--- config.mk ---
export PLATFORM = sky130hd
export DESIGN_NAME = att_feeder
export DESIGN_NICKNAME = d
export VERILOG_FILES = /design/src/rtl/att_feeder.sv
export SDC_FILE = /design/constraint.sdc
export NUM_CORES = 1
export LEC_CHECK = 0
export ABC_CLOCK_PERIOD_IN_PS = 4000
export CAP_MARGIN = 30
export CORE_MARGIN = 3
export CORE_UTILIZATION = 70
export CTS_BUF_LIST = sky130_fd_sc_hd__clkbuf_8
export DETAILED_ROUTE_END_ITERATION = 8
export DONT_BUFFER_PORTS = 1
export PLACE_DENSITY = 0.87
export REMOVE_ABC_BUFFERS = 1
export SKIP_CTS_REPAIR_TIMING = 1
export SLEW_MARGIN = 20
export SYNTH_ARGS = -nofsm -noshare
export SYNTH_HDL_FRONTEND = slang
export SYNTH_SLANG_ARGS = --single-unit
--- constraint.sdc ---
create_clock -name clk -period 4 [get_ports clk]
set_input_delay 0.8 -clock clk [delete_from_list [all_inputs] [get_ports clk]]
set_output_delay 0.8 -clock clk [all_outputs]
set_load 0.01 [all_outputs]
--- src/rtl/att_feeder.sv ---
// att_feeder: streams a run of packed {bias, att} words from an operand buffer
// into the attention core, pads with zeros until the core signals completion,
// and reports done/err. State is exposed on o_dbg_state for checkers.
//
// Handshake: start is a one-cycle request, accepted only in IDLE. The sequence
// is finished by a one-cycle done pulse, with err valid in that same cycle.
// Buffer reads are fire-and-forget: read data is valid exactly one cycle after
// each mem_rd_en cycle, and there is no back-pressure.

package definition;
    localparam int att_width = 16;
endpackage

module att_feeder #(
    parameter int ATT_W   = definition::att_width,
    parameter int ADDR_W  = 8,
    parameter int LEN_W   = 8,
    parameter int TIMEOUT = 1024
) (
    input  logic               clk,
    input  logic               rst,
    input  logic               start,
    input  logic [ADDR_W-1:0]  base_addr,
    input  logic [LEN_W-1:0]   len,
    output logic               mem_rd_en,
    output logic [ADDR_W-1:0]  mem_addr,
    input  logic [2*ATT_W-1:0] mem_rd_data,
    output logic               en,
    output logic [ATT_W-1:0]   i_att,
    output logic [ATT_W-1:0]   att_bias,
    input  logic               end_flag,
    output logic               busy,
    output logic               done,
    output logic               err,
    output logic [2:0]         o_dbg_state
);

    localparam int DRAIN_W = $clog2(TIMEOUT + 1);

    typedef enum logic [2:0] {
        S_IDLE   = 3'd0,
        S_FETCH  = 3'd1,
        S_STREAM = 3'd2,
        S_DRAIN  = 3'd3,
        S_FIN    = 3'd4
    } state_t;

    state_t              r_state;
    state_t              w_next;
    logic                w_fin_err;
    logic                w_active;
    logic                w_capture;
    logic [ADDR_W-1:0]   r_addr;
    logic [LEN_W-1:0]    r_len;
    logic [LEN_W-1:0]    r_cnt;
    logic [DRAIN_W-1:0]  r_drain;
    logic                r_v1;      // mem_rd_data holds a requested word this cycle
    logic                r_en;
    logic [ATT_W-1:0]    r_att;
    logic [ATT_W-1:0]    r_bias;
    logic                r_err;

    // Next-state decode; w_fin_err marks a transition into FIN that is an error.
    always_comb begin
        w_next    = r_state;
        w_fin_err = 1'b0;
        case (r_state)
            S_IDLE: begin
                if (start) begin
                    w_next = (len != '0) ? S_FETCH : S_FIN;
                end
            end
            S_FETCH: begin
                if (end_flag) begin
                    w_next    = S_FIN;
                    w_fin_err = 1'b1;
                end else if (r_cnt == r_len - LEN_W'(1)) begin
                    w_next = S_STREAM;
                end
            end
            S_STREAM: begin
                // Words are still in flight to the core, so an end here is early.
                if (end_flag) begin
                    w_next    = S_FIN;
                    w_fin_err = 1'b1;
                end else if (!r_v1) begin
                    w_next = S_DRAIN;
                end
            end
            S_DRAIN: begin
                if (end_flag) begin
                    w_next = S_FIN;
                end else if (r_drain == DRAIN_W'(TIMEOUT - 1)) begin
                    w_next    = S_FIN;
                    w_fin_err = 1'b1;
                end
            end
            S_FIN:   w_next = S_IDLE;
            default: w_next = S_IDLE;
        endcase
    end

    // Data is only taken while the sequence continues; returns after a cancel
    // or a reset fall on the floor.
    always_comb begin
        w_active  = (w_next == S_FETCH) || (w_next == S_STREAM) || (w_next == S_DRAIN);
        w_capture = r_v1 && ((w_next == S_FETCH) || (w_next == S_STREAM));
    end

    // State register plus error flag that accompanies done.
    always_ff @(posedge clk) begin
        if (rst) begin
            r_state <= S_IDLE;
            r_err   <= 1'b0;
        end else begin
            r_state <= w_next;
            r_err   <= w_fin_err;
        end
    end

    // Read address and word counter: captured on accept, stepped each read.
    always_ff @(posedge clk) begin
        if (rst) begin
            r_addr <= '0;
            r_len  <= '0;
            r_cnt  <= '0;
        end else if (r_state == S_IDLE && start && len != '0) begin
            r_addr <= base_addr;
            r_len  <= len;
            r_cnt  <= '0;
        end else if (r_state == S_FETCH) begin
            r_addr <= r_addr + ADDR_W'(1);
            r_cnt  <= r_cnt + LEN_W'(1);
        end
    end

    // Drain counter: counts DRAIN cycles, saturates at TIMEOUT, idle at zero.
    always_ff @(posedge clk) begin
        if (rst) begin
            r_drain <= '0;
        end else if (r_state == S_DRAIN) begin
            if (r_drain != DRAIN_W'(TIMEOUT)) begin
                r_drain <= r_drain + DRAIN_W'(1);
            end
        end else begin
            r_drain <= '0;
        end
    end

    // Operand pipeline: register returned words, then hold en through drain.
    always_ff @(posedge clk) begin
        if (rst) begin
            r_v1   <= 1'b0;
            r_en   <= 1'b0;
            r_att  <= '0;
            r_bias <= '0;
        end else begin
            r_v1   <= mem_rd_en;
            r_en   <= w_active && (r_en || r_v1);
            r_att  <= w_capture ? mem_rd_data[ATT_W-1:0]       : '0;
            r_bias <= w_capture ? mem_rd_data[2*ATT_W-1:ATT_W] : '0;
        end
    end

    // Outputs decoded from registered state.
    always_comb begin
        mem_rd_en   = (r_state == S_FETCH);
        mem_addr    = (r_state == S_FETCH) ? r_addr : '0;
        busy        = (r_state == S_FETCH) || (r_state == S_STREAM) || (r_state == S_DRAIN);
        done        = (r_state == S_FIN);
        err         = r_err;
        en          = r_en;
        i_att       = r_att;
        att_bias    = r_bias;
        o_dbg_state = r_state;
    end

endmodule

==> flow_summary.json, run 1 <==
{
  "cap_violations": 0,
  "holdCritPathClass": "flip-flop to flip-flop",
  "outcome": "complete, no violations",
  "startpoint": "o_dbg_state[0]$_SDFF_PP0_",
  "yosysWarnings": 0,
  "ys_types": 42,
  "r2r-end": "r_cnt[7]$_SDFFE_PP0P_",
  "setup_viol": 0,
  "track_usage_pct": 24.1,
  "cp-endpoint": "mem_addr[0]",
  "core_area_um2": 4120,
  "routed.top_layer": "met4",
  "insertion_delay_ps": 350,
  "period_share_pct": 77.9,
  "drc": 0,
  "rsz0062_at_grt": "false",
  "drt-met1-wl_um": 2470,
  "clock_sinks": 73,
  "synth_most_common_cell": "dfxtp_1",
  "avgSynthCellArea_um2": 9.27,
  "dp_hpwl_um": 4380,
  "synth-edff-count": 0,
  "detail-route-antenna-nets": 0,
  "die_w_um": 72.3,
  "clock_path_buffers": 2,
  "boundaryPins": 100,
  "dieArea_um2": 5230,
  "switching_share_pct": 27.6,
  "wl_met3_um": 521,
  "num_antenna_cells": 0,
  "grt_max_degree": 33,
  "antenna_found_initial": 0,
  "fillCellCount": 284,
  "gp_congestion": 0.802,
  "placed_area_um2": 3050,
  "power_frac_clock_pct": 38.1,
  "netlist_area_um2": 3080,
  "drt-initial-drc-count": 111,
  "ff2ff_path_depth": 6,
  "ir_drop_uv": 305,
  "seq_power_share_pct": 54.3,
  "finClkSkew_ps": 13.6,
  "cts_buffers": 9,
  "ctsRootBufferMaster": "clkbuf_8",
  "area_growth_pct": 5.20,
  "crit_path_start_kind": "flip-flop",
  "synth-seq-area-share_pct": 47.5,
  "hold-path-cell-count": 2,
  "tns_ps": 0,
  "slew_headroom_pct": 52.2,
  "grt_pass1_vias": 2094,
  "critPathKind": "flip-flop to output pin",
  "io_buffers": 0,
  "synthArstFlopShare_pct": 0,
  "grt_pass1_wl_um": 9720,
  "rows": 23,
  "dieHeight_um": 72.3,
  "htreeDepth": 3,
  "net-switching-power_uw": 391,
  "yosysTopAreaCellShare_pct": 47.5,
  "nets": 385,
  "avgRoutedWirePerCell_um": 15.8,
  "synth_ff_type": "dfxtp_1",
  "end_kind": "output pin",
  "final.min_clock_period_ps": 3120,
  "yosysTopAreaCell": "dfxtp_1",
  "cp.required_ps": 3200,
  "hold_viol_final": 0,
  "powerDensity_nw_per_um2": 438,
  "wl_um": 6040,
  "final_area_um2": 3240,
  "p_int_mw": 1.03,
  "critPathMaxFanout": 21,
  "dr.pass1.iters": 4,
  "via_per_inst": 5.77,
  "drive_gt1_share_pct": 7.51,
  "ys_ff_latch": 73,
  "vias": 2211,
  "fmax_mhz": 321,
  "leakage_nw": 1.33,
  "initial_core_util_pct": 74.8,
  "slew_violations": 0,
  "synth.top_cells.by_count": "73 x dfxtp_1, 43 x nor2_1, 36 x and3_1",
  "synth_area_leaders": "dfxtp_1 47%, and3_1 7.3%, xor2_1 5.4%",
  "fin_hold_ws_ps": 478,
  "worst_ep_arrival_time_ps": 2320,
  "rrSetupSlack_ps": 1510,
  "pwr-share-comb_pct": 7.7,
  "cts_tree": "built",
  "wl_met2_um": 2980,
  "gr-total-overflow": 0,
  "reg2reg_from": "o_dbg_state[0]$_SDFF_PP0_",
  "cts.clk_slew.worst_paths_ps": 80,
  "syn_inst": 332,
  "worstMarginPinSlew_ps": 710
}
-- state kept, by name, summed over array words and instances (netlist names) --
name	count
att_bias	16
en	1
err	1
i_att	16
o_dbg_state	3
r_addr	8
r_cnt	8
r_drain	11
r_len	8
r_v1	1
-- logic make-up (layout without fill, tap and decap cells) --
family                   after synthesis  count (layout)  synth area share [%]
adder cells (fa/ha/maj)                5               5                  2.03
AO/OA/AOI/OAI                         35              35                  7.92
buffers and inverters                 23              24                  3.94
XOR/XNOR                              34              34                  9.67
multiplexers                           2               2                  1.10
flip-flops                            73              73                  47.5
AND/OR/NAND/NOR                      160             160                  27.9
-- worst max-delay path, stage by stage, from the launching register on --
cell and delay (ps):
dfxtp_1 650, or3b_1 530, inv_1 510, and2_1 280
-- cells in the final DEF, fill, tap and decap left out, types with 2 or more instances in the layout --
master and count:
dfxtp_1 73, nor2_1 43, and3_1 36, nand2_1 28, xor2_1 19, xnor2_1 15
a21oi_1 13, nand3_1 12, and2_1 9, clkbuf_8 9, inv_1 7, a211oi_1 6
nand4_1 6, nor4_1 5, ha_1 5, nor3_1 4, nand2b_1 3, o21ai_0 3
a211o_1 3, inv_6 3, nor4b_4 2, a22oi_1 2, nor4b_1 2, nor2b_1 2
o31a_1 2, o211a_1 2, clkinvlp_4 2
-- layout make-up --
class                   count  area, um2  area share (%)
multi-input cells         236       1500            46.2
clock buffers               9        124            3.82
repair buffers              1       7.51           0.232
well taps                  50       62.6            1.93
clock inverters             7       61.3            1.89
inverters                   7       26.3           0.811
flip-flops and latches     73       1460            45.1
-- power groups by stage --
stage	registers (mW)	logic (mW)	clock network [mW]
4_1_cts	0.770	0.109	0.547
2_1_floorplan	0.781	0.0884	0
6_report	0.770	0.109	0.540
5_1_grt	0.773	0.124	0.581
3_5_place_dp	0.787	0.107	0
3_3_place_gp	0.786	0.104	0
-- how the worst min path moves through the flow --
| stage | start | end |
|---|---|---|
| floorplan | r_len[7]$_SDFFE_PP0P_ | r_len[7]$_SDFFE_PP0P_ |
| global placement | r_len[7]$_SDFFE_PP0P_ | r_len[7]$_SDFFE_PP0P_ |
| detailed placement | r_len[7]$_SDFFE_PP0P_ | r_len[7]$_SDFFE_PP0P_ |
| CTS | r_len[7]$_SDFFE_PP0P_ | r_len[7]$_SDFFE_PP0P_ |
| global route | rst | r_len[0]$_SDFFE_PP0P_ |
| finish | r_len[7]$_SDFFE_PP0P_ | r_len[7]$_SDFFE_PP0P_ |
-- through the flow --
step	cells	utilization (%)	total power [mW]	worst slack, ps
3_3_place_gp	367	74.2	0.889	1270
3_5_place_dp	367	74.2	0.893	1240
4_1_cts	383	78.7	1.43	858
6_report	383	78.7	1.42	885
2_1_floorplan	316	-	0.869	1510
5_1_grt	383	78.7	1.48	721
-- metal layers --
layer	GRT usage, %	vias up
li1	-	1127
met1	28.4	997
met2	39.7	80
met3	10.4	7
met4	7.52	0
met5	0	-
(Power assumes the default switching activity.)
==> inputs of run 2 (changes only) <==
Settings changed: ABC_CLOCK_PERIOD_IN_PS 4000 to 2700, CORE_UTILIZATION 70 to 59, PLACE_DENSITY 0.87 to 0.79.
Clock period 4 ns to 2.7 ns, I/O delays scaled along.
==> run 2 against run 1 <==
Die area up 17%. Sequential share of layout area down 1.3 points. Final area up 3.1%. Final cell count up 6.3%. Flip-flop and latch count unchanged. Register-to-register slack worse by 1100 ps. Critical path depth unchanged. Clock-buffer cell count up 1. Clock power up 62%. Power up 54%. Global-route usage down 2.8 points. Largest power group unchanged.
==> flow_summary.json, run 2 (synthesis results as in run 1) <==
{
  "final.min_clock_period_ps": 2490,
  "crit_path_start_kind": "flip-flop",
  "cap_violations": 0,
  "grt_pass1_wl_um": 10400,
  "gr-total-overflow": 0,
  "dieHeight_um": 78.2,
  "fillCellCount": 402,
  "fin_cells": 407,
  "boundaryPins": 100,
  "wl_um": 6160,
  "placedCellCount": 391,
  "critPathMaxStageDelay_ps": 520,
  "cp.required_ps": 2160,
  "grt_pass1_vias": 2246,
  "worstMarginPinSlew_ps": 684,
  "dp_hpwl_um": 4550,
  "leakage_nw": 1.38,
  "critPathMaxFanout": 17,
  "tns_ps": 0,
  "grt_busiest_layer": "met2",
  "rrSetupSlack_ps": 450,
  "grtUsageMet1_pct": 25.9,
  "cts_buffers": 9,
  "dieArea_um2": 6120,
  "end_kind": "output pin",
  "drt-initial-drc-count": 115,
  "area_growth_pct": 8.41,
  "antenna_found_initial": 0,
  "cts_tree": "built",
  "final_cell_mix": "73 x dfxtp_1, 43 x nor2_1, 36 x and3_1, 28 x nand2_1, 19 x xor2_1",
  "avgRoutedWirePerCell_um": 15.1,
  "layout_commonest_cell": "dfxtp_1",
  "powerDensity_nw_per_um2": 655,
  "io_buffers": 0,
  "die_w_um": 78.2,
  "drc": 0,
  "ff2ff_path_depth": 6,
  "drive_gt1_share_pct": 9.41,
  "clock_path_buffers": 2,
  "rows": 25,
  "htreeDepth": 3,
  "finClkSkew_ps": 6.92,
  "holdCritPathClass": "primary input to flip-flop",
  "detail-route-antenna-nets": 0,
  "slew_violations": 0,
  "via_per_inst": 5.56,
  "vias": 2264,
  "hold_viol_final": 0,
  "use_met2_pct": 34.0,
  "num_antenna_cells": 0,
  "power_mw": 2.19,
  "nets": 392,
  "rsz0062_at_grt": "false",
  "use_met3_pct": 9.06,
  "core_area_um2": 4880,
  "track_usage_pct": 21.3,
  "gp_congestion": 0.861,
  "insertion_delay_ps": 340,
  "ir_drop_uv": 384,
  "clock_sinks": 73,
  "initial_core_util_pct": 63.1,
  "final_core_util_pct": 68.4,
  "setup_viol": 0,
  "cp_slowest_cell": "dfxtp_1",
  "critPathKind": "flip-flop to output pin",
  "grt_max_degree": 33,
  "fmax_mhz": 401,
  "dr.pass1.iters": 4,
  "crit_chain": "or3b_1 -> inv_1 -> and2_1",
  "period_share_pct": 92.4,
  "outcome": "complete, no violations",
  "hold-path-cell-count": 1,
  "cts.clk_slew.worst_paths_ps": 80,
  "dp_slack_ps": 451,
  "layout_setup_ws_ps": 206,
  "worst_ep_arrival_time_ps": 1950,
  "slew_headroom_pct": 54.0,
  "ctsRootBufferMaster": "clkbuf_8"
}
==> run 2: worst paths after layout <==
kind                                                to                       from
worst max-delay path                       mem_addr[0]  o_dbg_state[0]$_SDFF_PP0_
worst min-delay path            r_addr[4]$_SDFFE_PP0P_                        rst
worst max register to register     i_att[8]$_SDFF_PP0_    r_drain[0]$_SDFFE_PP0P_
worst min register to register   r_len[7]$_SDFFE_PP0P_      r_len[7]$_SDFFE_PP0P_
==> run 2: cell type report <==
type	instances	area [um2]	area share (%)
timing repair buffer	8	60.1	1.80
tap	67	83.8	2.51
sequential	73	1460	43.8
clock inverter	6	72.6	2.17
multi-input combinational	236	1500	44.8
clock buffer	10	138	4.12
inverter	7	26.3	0.787
==> run 2: critical path, delay by kind of cell, from the launching register on <==
family | cells | cell delay [ps]
buffers and inverters | 1 | 420
and+or+nand+nor | 2 | 680
DFF | 1 | 520
==> run 2: power breakdown <==
group | switching (mW) | total, mW | internal, mW
Sequential | 0.0323 | 1.14 | 1.11
Clock | 0.414 | 0.877 | 0.463
Combinational | 0.0984 | 0.172 | 0.0733
==> run 2: stage by stage <==
step / hold slack, ps / instance area [um2]
after CTS: 246 / 3340
after global placement: 458 / 3130
after detailed placement: 478 / 3130
after floorplan: 444 / 2980
after global routing: 244 / 3340
final: 264 / 3340
==> run 2: metal layers <==
layer / vias to the layer above / part of all wire, %
met5: - / 0
met1: 1021 / 42
met2: 92 / 47
li1: 1142 / -
met3: 9 / 9.8
met4: 0 / 1.4
==> inputs of run 3 (changes only) <==
Settings changed: CORE_UTILIZATION 59 to 30, CTS_CLUSTER_SIZE from default to 20, PLACE_DENSITY 0.79 to 0.46.
==> run 3 against run 2 <==
Sequential share of layout area fell by 1.1 points. Core utilization shrank 34 points. Final area grew 2.5%. Sequential power hardly changed.
==> flow_summary.json, run 3 (synthesis results as in run 1) <==
{
  "outcome": "complete, no violations",
  "switching_share_pct": 26.1,
  "rows": 36,
  "drt-initial-drc-count": 92,
  "ir_drop_uv": 255,
  "avgRoutedWirePerCell_um": 14.6,
  "setup_viol": 0,
  "tns_ps": 0,
  "cts_tree": "built",
  "grt_max_degree": 33,
  "insertion_delay_ps": 350,
  "clock_path_buffers": 2,
  "boundaryPins": 100,
  "initial_core_util_pct": 31.2,
  "fin_hold_ws_ps": 248,
  "final_area_um2": 3420,
  "clock_sinks": 73,
  "cts_buffers": 9,
  "die_w_um": 107,
  "ctsRootBufferMaster": "clkbuf_8",
  "power_frac_clock_pct": 39.9,
  "r2r-end": "att_bias[7]$_SDFF_PP0_",
  "hold_viol_final": 0,
  "layout_setup_ws_ps": 213,
  "io_buffers": 0,
  "critPathKind": "flip-flop to output pin",
  "worst_ep_arrival_time_ps": 1950,
  "end_kind": "output pin",
  "dp_slack_ps": 357,
  "power_mw": 2.18,
  "vias": 2190,
  "hold_start": "rst",
  "whs_endpoint": "r_addr[6]$_SDFFE_PP0P_",
  "rrSetupSlack_ps": 360,
  "slew_violations": 0,
  "detail-route-antenna-nets": 0,
  "rsz0062_at_grt": "false",
  "critPathMaxFanout": 17,
  "hold-path-cell-count": 1,
  "final_cell_mix": "73 x dfxtp_1, 43 x nor2_1, 36 x and3_1, 28 x nand2_1, 19 x xor2_1",
  "final.min_clock_period_ps": 2490,
  "seq_power_share_pct": 52.0,
  "powerDensity_nw_per_um2": 639,
  "cts.clk_slew.worst_paths_ps": 80,
  "drc": 0,
  "reg2reg_from": "r_drain[0]$_SDFFE_PP0P_",
  "via_per_inst": 4.62,
  "leakage_nw": 1.37,
  "fmax_mhz": 402,
  "period_share_pct": 92.1,
  "placed_area_um2": 3220,
  "layout_commonest_cell": "dfxtp_1",
  "gp_congestion": 0.719,
  "grt_pass1_wl_um": 11200,
  "dr.pass1.iters": 4,
  "crit_path_start_kind": "flip-flop",
  "track_usage_pct": 12.6,
  "wl_um": 6900,
  "htreeDepth": 3,
  "finClkSkew_ps": 7.04,
  "dieHeight_um": 107,
  "core_area_um2": 9860,
  "p_int_mw": 1.62,
  "cap_violations": 0,
  "drive_gt1_share_pct": 9.68,
  "holdCritPathClass": "primary input to flip-flop",
  "worstMarginPinSlew_ps": 686,
  "dp_hpwl_um": 5020,
  "gr-total-overflow": 0,
  "cp.required_ps": 2160,
  "dieArea_um2": 11500,
  "area_growth_pct": 11.1,
  "slew_headroom_pct": 53.3,
  "antenna_found_initial": 0,
  "num_antenna_cells": 0,
  "pwr-share-comb_pct": 8.1,
  "net-switching-power_uw": 570,
  "nets": 393,
  "ff2ff_path_depth": 6,
  "grt_pass1_vias": 2199
}
## run 3: cell count changes in the layout (fill, tap and decap cells not counted), sizes merged
| cell | delta |
|---|---|
| clkbuf | -1 |
| inv | -1 |
| clkinvlp | +2 |
| buf | +1 |
## run 3: power groups by stage
stage | Sequential [mW] | Combinational (mW) | Clock (mW)
floorplan | 1.16 | 0.131 | 0
global placement | 1.16 | 0.178 | 0
detailed placement | 1.16 | 0.178 | 0
CTS | 1.14 | 0.180 | 0.905
global route | 1.14 | 0.203 | 0.956
finish | 1.14 | 0.177 | 0.872
## run 3: how the worst max path moves through the flow
stage / startpoint / to / slack, ps / cells past startpoint
2_1_floorplan: o_dbg_state[0]$_SDFF_PP0_ / mem_addr[0] / 470 / 3
3_3_place_gp: r_drain[0]$_SDFFE_PP0P_ / att_bias[13]$_SDFF_PP0_ / 430 / 6
3_5_place_dp: r_drain[0]$_SDFFE_PP0P_ / att_bias[7]$_SDFF_PP0_ / 360 / 6
4_1_cts: o_dbg_state[1]$_SDFF_PP0_ / mem_addr[2] / 160 / 3
5_1_grt: o_dbg_state[2]$_SDFF_PP0_ / mem_addr[2] / 2 / 3
6_report: o_dbg_state[1]$_SDFF_PP0_ / mem_addr[2] / 210 / 3
## run 3: area by class of cell
type | count | area (um2)
clock buffer | 9 | 124
inverter | 7 | 26.3
timing repair buffer | 9 | 67.6
multi-input combinational | 236 | 1500
sequential | 73 | 1460
fill | 1019 | 6440
tap | 133 | 166
clock inverter | 7 | 78.8
## run 3: metal layers
layer,track usage (%),up-vias,wire length [um]
met5,0,-,0
met4,4.11,0,63
met3,7.86,4,764
met2,17.6,81,2950
met1,15.8,961,3120
li1,-,1144,-
## run 3: through the flow
| step | util (%) | instances |
|---|---|---|
| after floorplan | - | 316 |
| after global placement | 32.6 | 458 |
| after detailed placement | 32.6 | 458 |
| after CTS | 34.7 | 474 |
| after global routing | 34.7 | 474 |
| final | 34.7 | 474 |
## run 3: worst max-delay path: stages, from the launching register on
cell and delay [ps]:
dfxtp_1 470, or3b_1 450, inv_1 400, and2_1 270
